## src/rtl/div_pkg.sv

```systemverilog
// Shared types and constants for the sequential divide controller.
package div_pkg;

  localparam int DIV_WIDTH = 32;

  // Counter sized so LATENCY-1 fits for LATENCY up to 15.
  localparam int CNT_W = 4;

  typedef enum logic [1:0] {
    IDLE = 2'd0,
    WAIT = 2'd1,
    FIX  = 2'd2
  } div_state_e;

endpackage

```

## src/rtl/cond_negate.sv

```systemverilog
// Conditional two's-complement negation: out = neg ? -in : in (wrapping).
module cond_negate #(
  parameter int WIDTH = 32
) (
  input  logic [WIDTH-1:0] in,
  input  logic             neg,
  output logic [WIDTH-1:0] out
);

  // Select between the operand and its wrapping negation.
  always_comb begin
    out = in;
    if (neg) begin
      out = {WIDTH{1'b0}} - in;
    end else begin
      out = in;
    end
  end

endmodule

```

## src/rtl/div_seq_ctrl.sv

```systemverilog
// Multicycle sign-handling controller around an external combinational
// unsigned divider. Operand magnitudes are driven on dv_a/dv_b and held for
// LATENCY cycles before the divider result is sign-corrected and registered.
// Optional build macro: DIV_ZERO_FASTPATH_EN (divide-by-zero completes in
// one cycle with quotient all ones and the raw dividend as remainder).
module div_seq_ctrl
  import div_pkg::*;
#(
  parameter int WIDTH   = DIV_WIDTH,
  parameter int LATENCY = 4
) (
  input  logic             clk,
  input  logic             reset,
  input  logic             start,
  input  logic             is_signed,
  input  logic [WIDTH-1:0] a,
  input  logic [WIDTH-1:0] b,
  output logic             busy,
  output logic             done,
  output logic [WIDTH-1:0] quotient,
  output logic [WIDTH-1:0] remainder,
  output logic             div_by_zero,
  output logic [WIDTH-1:0] dv_a,
  output logic [WIDTH-1:0] dv_b,
  input  logic [WIDTH-1:0] dv_q,
  input  logic [WIDTH-1:0] dv_r
);

  localparam logic [CNT_W-1:0] CNT_LOAD = CNT_W'(LATENCY - 1);

  div_state_e       state_r;
  logic [CNT_W-1:0] cnt_r;
  logic             sign_q_r;
  logic             sign_r_r;
  logic             zero_r;

  logic             neg_a_s;
  logic             neg_b_s;
  logic             b_zero_s;
  logic [WIDTH-1:0] mag_a_s;
  logic [WIDTH-1:0] mag_b_s;
  logic [WIDTH-1:0] fix_q_s;
  logic [WIDTH-1:0] fix_r_s;

  assign neg_a_s  = is_signed & a[WIDTH-1];
  assign neg_b_s  = is_signed & b[WIDTH-1];
  assign b_zero_s = (b == {WIDTH{1'b0}});

  cond_negate #(.WIDTH(WIDTH)) u_neg_dividend (.in(a),    .neg(neg_a_s),  .out(mag_a_s));
  cond_negate #(.WIDTH(WIDTH)) u_neg_divisor  (.in(b),    .neg(neg_b_s),  .out(mag_b_s));
  cond_negate #(.WIDTH(WIDTH)) u_neg_quotient (.in(dv_q), .neg(sign_q_r), .out(fix_q_s));
  cond_negate #(.WIDTH(WIDTH)) u_neg_remain   (.in(dv_r), .neg(sign_r_r), .out(fix_r_s));

  // Control FSM: accept request, hold operands for the settle window, then
  // capture the sign-corrected result so done/results appear together.
  always_ff @(posedge clk) begin
    if (reset) begin
      state_r     <= IDLE;
      cnt_r       <= {CNT_W{1'b0}};
      sign_q_r    <= 1'b0;
      sign_r_r    <= 1'b0;
      zero_r      <= 1'b0;
      busy        <= 1'b0;
      done        <= 1'b0;
      quotient    <= {WIDTH{1'b0}};
      remainder   <= {WIDTH{1'b0}};
      div_by_zero <= 1'b0;
      dv_a        <= {WIDTH{1'b0}};
      dv_b        <= {WIDTH{1'b0}};
    end else begin
      case (state_r)
        IDLE: begin
          done <= 1'b0;
          if (start) begin
            sign_q_r <= is_signed & (a[WIDTH-1] ^ b[WIDTH-1]);
            sign_r_r <= neg_a_s;
            zero_r   <= b_zero_s;
            dv_a     <= mag_a_s;
            dv_b     <= mag_b_s;
            cnt_r    <= CNT_LOAD;
            busy     <= 1'b1;
`ifdef DIV_ZERO_FASTPATH_EN
            if (b_zero_s) begin
              // Skip the settle window; result does not depend on the divider.
              quotient    <= {WIDTH{1'b1}};
              remainder   <= a;
              div_by_zero <= 1'b1;
              done        <= 1'b1;
              state_r     <= FIX;
            end else begin
              state_r <= WAIT;
            end
`else
            state_r <= WAIT;
`endif
          end else begin
            busy <= 1'b0;
          end
        end
        WAIT: begin
          if (cnt_r == {CNT_W{1'b0}}) begin
            // Divider has settled: register the result on entry to FIX.
            quotient    <= fix_q_s;
            remainder   <= fix_r_s;
            div_by_zero <= zero_r;
            done        <= 1'b1;
            state_r     <= FIX;
          end else begin
            cnt_r <= cnt_r - {{(CNT_W-1){1'b0}}, 1'b1};
          end
        end
        FIX: begin
          done    <= 1'b0;
          busy    <= 1'b0;
          state_r <= IDLE;
        end
        default: begin
          done    <= 1'b0;
          busy    <= 1'b0;
          state_r <= IDLE;
        end
      endcase
    end
  end

endmodule

```

## config.mk

```make
export PLATFORM = sky130hd
export DESIGN_NAME = div_seq_ctrl
export DESIGN_NICKNAME = d
export VERILOG_FILES = /design/src/rtl/div_pkg.sv /design/src/rtl/cond_negate.sv /design/src/rtl/div_seq_ctrl.sv
export SDC_FILE = /design/constraint.sdc
export NUM_CORES = 1
export LEC_CHECK = 0
export BUFFER_PORTS_ARGS = -buffer_cell sky130_fd_sc_hd__buf_2
export CAP_MARGIN = 20
export CORE_MARGIN = 3
export CORE_UTILIZATION = 45
export DETAILED_ROUTE_END_ITERATION = 12
export GPL_TIMING_DRIVEN = 0
export PLACE_DENSITY_LB_ADDON = 0.05
export SLEW_MARGIN = 20
export SYNTH_ARGS = -nofsm -noshare
export SYNTH_HDL_FRONTEND = slang
export SYNTH_SLANG_ARGS = --single-unit
export TNS_END_PERCENT = 5
```

## constraint.sdc

```tcl
create_clock -name clk -period 4.3 [get_ports clk]
set_input_delay 0.645 -clock clk [delete_from_list [all_inputs] [get_ports clk]]
set_output_delay 0.645 -clock clk [all_outputs]
set_load 0.05 [all_outputs]
```

==> results of run 1 <==
-- per-layer routing --
layer | up-vias | global-route usage (%)
met1 | 3801 | 33.20
met3 | 33 | 6.949
met4 | 2 | 8.735
li1 | 4040 | -
met2 | 261 | 42.74
met5 | - | 0
-- area by class of cell --
cell class / instances / area (um2)
Inverter: 18 / 67.56
Clock inverter: 5 / 57.56
Timing Repair Buffer: 261 / 1306
Fill cell: 1604 / 6802
Tap cell: 220 / 275.3
Clock buffer: 25 / 515.5
Buffer: 67 / 251.5
Multi-Input combinational cell: 722 / 4564
Sequential cell: 140 / 2803
-- cells in the final DEF (no fill, tap or decap), types with 5 or more instances in the layout --
cell type  count
xor2_1        51
nor4_1        16
buf_1          7
clkbuf_8       6
o21ai_0       46
nor2_1       121
a211oi_1      70
xnor2_1       44
or4_1         26
inv_1         17
or3_1         18
dfxtp_1      140
a211o_1        5
nand2_1       70
clkbuf_16     17
o41ai_1       16
nand2b_1       5
ha_1           6
a31oi_1       13
o22ai_1        7
mux2i_1       10
nor3_1        36
nand3_1       13
and3_1         8
a311o_1        5
buf_2        261
nand4_1        8
clkbuf_1      62
nor3b_1       10
o31ai_1       21
a21oi_1       36
a311oi_1       8
-- synth_stat cells, types with 8 or more instances --
library cell,number
dfxtp_1,140
nor2_1,121
a211oi_1,70
nand2_1,70
clkbuf_1,60
xor2_1,51
o21ai_0,46
xnor2_1,44
a21oi_1,36
nor3_1,36
or4_1,26
o31ai_1,21
or3_1,18
inv_1,17
nor4_1,16
o41ai_1,16
a31oi_1,13
nand3_1,13
mux2i_1,10
nor3b_1,10
a311oi_1,8
and3_1,8
nand4_1,8
-- worst max-delay path: cells and delay by family (launching register included) --
kind / cells / cell delay, ns
compound gates: 1 / 0.14
fa+ha+maj: 1 / 0.16
flops: 1 / 0.31
buf+inv: 4 / 1.31
simple gates: 3 / 0.81
-- state kept, by name, indices dropped and copies added, names as in the netlist --
register,count
busy,1
cnt_r,4
div_by_zero,1
done,1
dv_a,32
dv_b,32
quotient,32
remainder,32
sign_q_r,1
sign_r_r,1
state_r,2
zero_r,1
-- cell families after synthesis --
logic type | Yosys count | synth area share, %
AOI/OAI and AO/OA | 250 | 22.42
xor gates and xnor gates | 95 | 10.83
adders and majority gates | 6 | 0.9767
buffers and inverters | 85 | 4.151
DFF | 140 | 36.46
muxes | 11 | 1.498
and+or+nand+nor | 360 | 23.67
-- power by group --
part | leakage, nW | internal (mW) | switching (mW) | total [mW]
clock network | 0.273 | 0.881 | 0.572 | 1.45
logic | 2.55 | 0.323 | 0.854 | 1.18
registers | 1.15 | 1.43 | 0.0658 | 1.49
total | 3.97 | 2.63 | 1.49 | 4.12
-- worst max-delay path by stage --
| stage | from | to | slack, ns |
|---|---|---|---|
| 6_report | cnt_r[0] | remainder[0] | 1.50 |
| 5_1_grt | cnt_r[0] | remainder[0] | 1.28 |
| 4_1_cts | cnt_r[0] | remainder[0] | 1.47 |
| 3_5_place_dp | dv_q[0] | quotient[24] | 1.23 |
| 3_3_place_gp | dv_q[0] | quotient[24] | 1.23 |
| 2_1_floorplan | dv_r[11] | remainder[31] | 1.62 |
==> results.sh, run 1 <==
export IMPL_clock_latency_ns=0.43
export IMPL_dp_slack_ns=1.227
export IMPL_synthTopCellsByArea="dfxtp_1 36%, a211oi_1 6.8%, nor2_1 5.9%"
export IMPL_grtUsageTotal_pct=26.05
export IMPL_drc=0
export IMPL_ir_drop_mv=0.3186
export IMPL_hold_violations=0
export IMPL_slew_headroom_pct=43.09
export IMPL_r2r_setup_slack_ns=1.50
export IMPL_grt_overflow_total=0
export IMPL_leakagePower_nw=3.974
export IMPL_setup_viol=0
export IMPL_synth_edff_count=0
export IMPL_crit_type="flip-flop to flip-flop"
export IMPL_r2r_end="remainder[0]"
export IMPL_dr_wl_met2_mm=11.66
export IMPL_start_util_pct=46.18
export IMPL_maxCapViolations=0
export IMPL_ant_nets=0
export IMPL_clock_sinks=140
export IMPL_yosysTopAreaCellShare_pct=36.46
export IMPL_grt_pass1_vias=7520
export IMPL_utilization_pct=59.13
export IMPL_antenna_found_initial=1
export IMPL_final_layout_size_suffix_gt1_share_pct=24.72
export IMPL_ios=263
export IMPL_dieArea_mm2=0.01868
export IMPL_syn_nets=1085
export IMPL_critical_path_slowest_cell="clkbuf_1"
export IMPL_dr_pass1_iters=4
export IMPL_total_power_mw=4.122
export IMPL_cts_max_path_buffers=2
export IMPL_async_flop_share_pct=0
export IMPL_post_drt_wl_per_cell_um=17.18
export IMPL_dp_cells=1428
export IMPL_syn2layout_area_growth_pct=28.03
export IMPL_postCtsSetupBuffers=0
export IMPL_max_freq_mhz=357.3
export IMPL_std_cell_rows=47
export IMPL_fin_area_mm2=0.009841
export IMPL_cts_root_buf="clkbuf_16"
export IMPL_vias_per_cell=5.581
export IMPL_critPathMostFrequentCell="clkbuf_1"
export IMPL_power_per_cell_area_mw_per_mm2=418.8
export IMPL_path_cells="inv_1, ha_1, nor3b_1, and3b_1, clkbuf_1, clkbuf_1, buf_1, nand2_1, a21oi_1"
export IMPL_worst_pin_slew_ns=0.8518
export IMPL_finalSetupTns_ns=0
export IMPL_synthCells=947
export IMPL_synth_seq_cells=140
export IMPL_yosysWarnings=0
export IMPL_synth_distinct_cells=56
export IMPL_yosysTopAreaCell="dfxtp_1"
export IMPL_cp_start_kind="flip-flop"
export IMPL_slowest_delay_ns=0.52
export IMPL_cts_buffers=17
export IMPL_h_tree_depth=4
export IMPL_port_buffer_count=261
export IMPL_fin_crit_sh_pct=65.08
export IMPL_grt_pass1_wl_mm=38.85
export IMPL_min_path_type="flip-flop to flip-flop"
export IMPL_final_cells=1458
export IMPL_min_period_ns=2.799
export IMPL_die_h_um=136.7
export IMPL_drt_iter0_markers=411
export IMPL_wl_met3_mm=1.912
export IMPL_cts_resized=0
export IMPL_timing_hold_ws_ns=0.4460
export IMPL_layout_nets=1365
export IMPL_placed_cell_area_mm2=0.009268
export IMPL_wirelength_mm=25.06
export IMPL_timing_final_ws_setup_ns=1.501
export IMPL_skew_ns=0.008462
export IMPL_wirelength_met1_mm=11.00
export IMPL_cts_hold_buf=0
export IMPL_synth_ff_type="dfxtp_1"
export IMPL_worstSetupEndpointType="flip-flop"
export IMPL_syn_area_per_cell_um2=8.116
export IMPL_dieWidth_um=136.7
export IMPL_drv_slew=0
export IMPL_hold_start="remainder[25]"
export IMPL_status="finished, final reports clean"
export IMPL_cp_arrival_ns=3.16
export IMPL_grt_max_degree=17
export IMPL_syn_area_mm2=0.007686
export IMPL_highest_layer="met5"
export IMPL_place_gp_congestion=0.8659
export IMPL_holdPathStages=2
export IMPL_crit_fanout=10
export IMPL_clkTransAtPathRegs_ns=0.06
export IMPL_worst_ep_required_time_ns=4.66
export IMPL_ff2ff_path_depth=9
export IMPL_ys_seq_area_share_pct=36.46
export IMPL_antenna_cells=0
export IMPL_rsz0062_at_grt="no"
export IMPL_hold_path_end="remainder[25]"
export IMPL_route_vias_total=8137
export IMPL_tritoncts="done"
export IMPL_rr_startpoint="cnt_r[0]"
export IMPL_hpwl_mm=18.95
export IMPL_coreArea_mm2=0.01664
Note: power is estimated with default switching activity, not from simulation.
==> run 2: changes to the inputs <==
- ABC_AREA: default -> 1
- clock period: 4.3 -> 2.8 ns (I/O delays scaled with it)
==> run 2 against run 1 <==
Net effect:
- sequential cell count unchanged
- clock skew increased by 0.0055 ns
- clock-buffer cell count decreased by 2
- via count increased by 24%
- final cell count increased by 35%
- maximum frequency increased by 50%
- power increased by 65%
- synthesized cell count increased by 52%
- synthesized area increased by 12%
- register-to-register slack got worse by 0.56 ns
- setup slack got worse by 0.56 ns
- highest routed layer unchanged
==> results.sh, run 2 <==
export IMPL_status="finished, final reports clean"
export IMPL_syn_area_per_cell_um2=6.020
export IMPL_leakagePower_nw=5.662
export IMPL_grt_max_degree=17
export IMPL_wirelength_mm=29.70
export IMPL_synth_seq_cells=140
export IMPL_fin_crit_sh_pct=66.52
export IMPL_rr_startpoint="cnt_r[0]"
export IMPL_clock_latency_ns=0.43
export IMPL_tritoncts="done"
export IMPL_die_h_um=144.6
export IMPL_clock_sinks=140
export IMPL_crit_start="cnt_r[0]"
export IMPL_final_layout_size_suffix_gt1_share_pct=20.36
export IMPL_cts_root_buf="clkbuf_16"
export IMPL_yosysWarnings=0
export IMPL_cp_arrival_ns=2.18
export IMPL_worst_ep_required_time_ns=3.12
export IMPL_grt_pass1_wl_mm=46.06
export IMPL_min_period_ns=1.863
export IMPL_grt_pass1_vias=9034
export IMPL_post_drt_wl_per_cell_um=15.12
export IMPL_seq_area_mm2=0.002803
export IMPL_synth_ff_type="dfxtp_1"
export IMPL_cts_buffers=17
export IMPL_fin_area_mm2=0.01086
export IMPL_layout_nets=1854
export IMPL_hpwl_mm=23.44
export IMPL_synthCells=1435
export IMPL_multiInputGateArea_mm2=0.004977
export IMPL_place_gp_congestion=0.9137
export IMPL_clkTransAtPathRegs_ns=0.06
export IMPL_cp_start_kind="flip-flop"
export IMPL_worst_pin_slew_ns=0.7185
export IMPL_crit_type="flip-flop to flip-flop"
export IMPL_hold_violations=0
export IMPL_power_per_cell_area_mw_per_mm2=626.1
export IMPL_dieArea_mm2=0.02089
export IMPL_grtUsageTotal_pct=27.93
export IMPL_std_cell_rows=50
export IMPL_syn_nets=1573
export IMPL_setup_viol=0
export IMPL_final_cell_mix="422 x nand2_1, 291 x buf_2, 232 x nor2_1"
export IMPL_drc=0
export IMPL_finalSetupTns_ns=0
export IMPL_grt_overflow_total=0
export IMPL_syn2layout_area_growth_pct=25.68
export IMPL_final_cells=1964
export IMPL_max_freq_mhz=536.9
export IMPL_synth_distinct_cells=40
export IMPL_ff2ff_path_depth=9
export IMPL_coreArea_mm2=0.01877
export IMPL_cts_hold_buf=0
export IMPL_placed_cell_area_mm2=0.01024
export IMPL_timing_hold_ws_ns=0.2674
export IMPL_synthTopCellsByCount="422 x nand2_1, 232 x nor2_1, 161 x inv_1"
export IMPL_dp_slack_ns=0.7313
export IMPL_slew_headroom_pct=52.10
export IMPL_syn_area_mm2=0.008638
export IMPL_min_path_type="input pin to flip-flop"
export IMPL_cts_max_path_buffers=2
export IMPL_cts_resized=0
export IMPL_start_util_pct=46.03
export IMPL_ant_nets=0
export IMPL_yosysTopAreaCellShare_pct=32.44
export IMPL_total_power_mw=6.797
export IMPL_crit_fanout=10
export IMPL_yosysTopAreaCell="dfxtp_1"
export IMPL_maxCapViolations=0
export IMPL_ir_drop_mv=0.4775
export IMPL_h_tree_depth=4
export IMPL_synthTopCellsByArea="dfxtp_1 32%, nand2_1 18%, nor2_1 10%"
export IMPL_antenna_found_initial=2
export IMPL_route_vias_total=10070
export IMPL_ios=263
export IMPL_layout_commonest_cell="nand2_1"
export IMPL_worstSetupEndpointType="flip-flop"
export IMPL_dieWidth_um=144.6
export IMPL_drv_slew=0
export IMPL_async_flop_share_pct=0
export IMPL_rsz0062_at_grt="no"
export IMPL_dp_cells=1931
export IMPL_port_buffer_count=262
export IMPL_holdPathStages=3
export IMPL_yosysMostFrequentCell="nand2_1"
export IMPL_postCtsSetupBuffers=0
export IMPL_timing_final_ws_setup_ns=0.9373
export IMPL_skew_ns=0.01399
export IMPL_synth_edff_count=0
export IMPL_dr_pass1_iters=5
export IMPL_vias_per_cell=5.127
export IMPL_utilization_pct=57.85
export IMPL_ys_seq_area_share_pct=32.44
export IMPL_drt_iter0_markers=658
export IMPL_hold_start="a[31]"
export IMPL_fill_cells=1992
run 2: final cells by class:
cell class                      instances  area share [%]
Clock inverter                          9           1.233
Multi-Input combinational cell       1079           45.85
Sequential cell                       140           25.82
Timing Repair Buffer                  262           12.08
Tap cell                              234           2.697
Buffer                                 48           2.097
Antenna cell                            1         0.02305
Clock buffer                           23           4.402
Inverter                              168           5.808
run 2: path summary, 6_finish.rpt:
check / end / slack (ns)
setup / recovery: remainder[5] / 0.94
hold / removal: dv_a[31] / 0.27
setup reg to reg: remainder[5] / 0.94
hold reg to reg: dv_a[28] / 0.45
run 2: power breakdown:
part           leakage [nW]  internal, mW  switching, mW
clock network         0.298          1.48          0.922
logic                  4.22         0.533           1.55
registers              1.15          2.21          0.104
total                  5.66          4.22           2.58
run 2: worst max-delay path, cell delays in order (launching register included):
cell,delay (ns)
dfxtp_1,0.30
inv_1,0.13
ha_1,0.18
nand3_2,0.14
nor3_4,0.24
buf_4,0.21
buf_2,0.29
nand3_1,0.11
o211ai_1,0.10
inv_1,0.05
run 2: kinds of logic (layout without fill, tap and decap cells):
family                     Yosys count  count (layout)  share of synthesized area, %
AOI/OAI and AO/OA                  185             185                         12.05
xor gates and xnor gates            18              18                         1.825
adders and majority gates            6               6                        0.8690
buffers and inverters              216             510                         9.936
DFF                                140             140                         32.44
other                                0               1                             0
and+or+nand+nor                    870             870                         42.87
run 2: routing by layer:
| layer | vias up | part of all wire [%] | wire (um) | GRT usage [%] |
|---|---|---|---|---|
| li1 | 5165 | - | - | - |
| met3 | 36 | 7.2 | 2140 | 5.324 |
| met4 | 2 | 1.9 | 569 | 8.444 |
| met1 | 4515 | 47 | 13950 | 38.89 |
| met2 | 352 | 44 | 13030 | 43.94 |
| met5 | - | 0.024 | 7 | 0 |
==> run 3: changes to the inputs <==
- clock period: 2.8 -> 1.6 ns (I/O delays scaled with it)
==> run 3 against run 2 <==
Net effect:
- die area did not move
- final cell count rose by 0.36%
- hold slack got worse by 0.18 ns
- sequential share of layout area fell by 0.44 points
- clock-buffer cell count did not move
- core utilization rose by 1.0 points
- maximum frequency rose by 21%
- critical path type unchanged
- critical endpoint is now quotient[8]
==> results.sh, run 3 (same netlist as run 2, synthesis figures left out) <==
export IMPL_antenna_found_initial=2
export IMPL_hold_violations=0
export IMPL_final_cells=1971
export IMPL_dieWidth_um=144.6
export IMPL_clkTransAtPathRegs_ns=0.06
export IMPL_min_path_type="input pin to flip-flop"
export IMPL_start_util_pct=46.03
export IMPL_path_cells="inv_2, ha_4, nand3_4, nor3_4, buf_12, buf_6, buf_4, nand2_1, o211ai_1, inv_1"
export IMPL_crit_type="flip-flop to flip-flop"
export IMPL_seq_area_mm2=0.002804
export IMPL_post_drt_wl_per_cell_um=15.15
export IMPL_tritoncts="done"
export IMPL_cts_root_buf="clkbuf_16"
export IMPL_hold_start="a[31]"
export IMPL_worst_ep_required_time_ns=1.91
export IMPL_syn2layout_area_growth_pct=27.93
export IMPL_fill_cells=1964
export IMPL_coreArea_mm2=0.01877
export IMPL_cts_max_path_buffers=2
export IMPL_status="finished, final reports clean"
export IMPL_cts_buffers=17
export IMPL_placed_cell_area_mm2=0.01024
export IMPL_hold_path_end="dv_a[31]"
export IMPL_timing_hold_ws_ns=0.08561
export IMPL_cp_start_kind="flip-flop"
export IMPL_std_cell_rows=50
export IMPL_h_tree_depth=4
export IMPL_max_freq_mhz=651.0
export IMPL_die_h_um=144.6
export IMPL_hpwl_mm=23.44
export IMPL_wirelength_mm=29.86
export IMPL_vias_per_cell=5.130
export IMPL_grtUsageTotal_pct=28.08
export IMPL_timing_final_ws_setup_ns=0.06386
export IMPL_final_layout_size_suffix_gt1_share_pct=21.33
export IMPL_slowest_delay_ns=0.32
export IMPL_final_cell_mix="421 x nand2_1, 274 x buf_2, 231 x nor2_1"
export IMPL_rr_startpoint="cnt_r[1]"
export IMPL_route_vias_total=10110
export IMPL_skew_ns=0.01208
export IMPL_drv_slew=0
export IMPL_ir_drop_mv=0.8338
export IMPL_power_per_cell_area_mw_per_mm2=1088
export IMPL_worst_pin_slew_ns=0.7574
export IMPL_rsz0062_at_grt="yes"
export IMPL_worstSetupEndpointType="flip-flop"
export IMPL_clock_latency_ns=0.43
export IMPL_dp_slack_ns=-0.2887
export IMPL_layout_commonest_cell="nand2_1"
export IMPL_ios=263
export IMPL_ant_nets=0
export IMPL_utilization_pct=58.88
export IMPL_drc=0
export IMPL_r2r_setup_slack_ns=0.06
export IMPL_crit_fanout=10
export IMPL_drt_iter0_markers=643
export IMPL_total_power_mw=12.02
export IMPL_fin_area_mm2=0.01105
export IMPL_port_buffer_count=262
export IMPL_cp_buffers_inverters=5
export IMPL_multiInputGateArea_mm2=0.005006
export IMPL_layout_nets=1860
export IMPL_min_period_ns=1.536
export IMPL_grt_pass1_vias=9067
export IMPL_cp_arrival_ns=1.85
export IMPL_maxCapViolations=0
export IMPL_ff2ff_path_depth=10
export IMPL_place_gp_congestion=0.9137
export IMPL_finalSetupTns_ns=0
export IMPL_dieArea_mm2=0.02089
export IMPL_grt_max_degree=17
export IMPL_dr_pass1_iters=5
export IMPL_setup_viol=0
export IMPL_cpLargestDelayFamily="buffers and inverters"
export IMPL_clock_sinks=140
export IMPL_leakagePower_nw=5.718
export IMPL_grt_pass1_wl_mm=46.29
export IMPL_fin_crit_sh_pct=96.01
export IMPL_r2r_end="quotient[8]"
export IMPL_dp_cells=1931
export IMPL_grt_overflow_total=0
export IMPL_critical_path_slowest_cell="dfxtp_2"
export IMPL_slew_headroom_pct=49.51
export IMPL_holdPathStages=3
[run 3: changes by cell type in the layout (fill, tap and decap cells not counted), sizes merged]
cell      before  now
clkbuf        37   44
clkinvlp       1    2
clkinv         6    5
diode          1    2
buf          296  295
[run 3: metal layers]
metal | global-route usage (%) | routed length, um | vias to the layer above
met2 | 44.16 | 13080 | 374
met4 | 8.493 | 589 | 2
li1 | - | - | 5180
met1 | 39.13 | 13870 | 4516
met5 | 0 | 7 | -
met3 | 5.324 | 2302 | 39
[run 3: layout make-up]
cell class                      instances  share of cell area (%)
Antenna cell                            2                 0.04529
Buffer                                 48                   2.717
Clock buffer                           23                   4.325
Clock inverter                          9                   1.211
Inverter                              168                   5.740
Multi-Input combinational cell       1079                   45.30
Sequential cell                       140                   25.37
Tap cell                              234                   2.649
Timing Repair Buffer                  268                   12.64
[run 3: report_power, final]
| part | leakage [nW] | internal [mW] | switching, mW |
|---|---|---|---|
| Sequential | 1.15 | 3.86 | 0.184 |
| Combinational | 4.27 | 1.04 | 2.75 |
| Clock | 0.298 | 2.59 | 1.60 |
[run 3: what timing repair did]
item,CTS,global route
setup endpoints to repair,65,62
gates resized for setup,24,22
hold buffers,0,0
cloned,2,0
setup buffers,4,0
pin swaps,2,1
[run 3: worst max-delay path by stage]
stage | endpoint | slack (ns) | cells after the start | start
global route | cnt_r[3] | -0.05 | 9 | state_r[0]
global placement | dv_a[28] | -0.28 | 12 | a[0]
finish | quotient[8] | 0.06 | 10 | cnt_r[1]
floorplan | remainder[5] | 0.09 | 9 | cnt_r[0]
CTS | quotient[16] | 0.007 | 10 | cnt_r[1]
detailed placement | dv_a[22] | -0.29 | 12 | a[0]
[run 3: tightest hold or removal path, delay by kind of cell]
family | cells | cell delay [ns]
AO/OA/AOI/OAI | 1 | 0.06
AND/OR/NAND/NOR | 1 | 0.06
buffers and inverters | 1 | 0.11
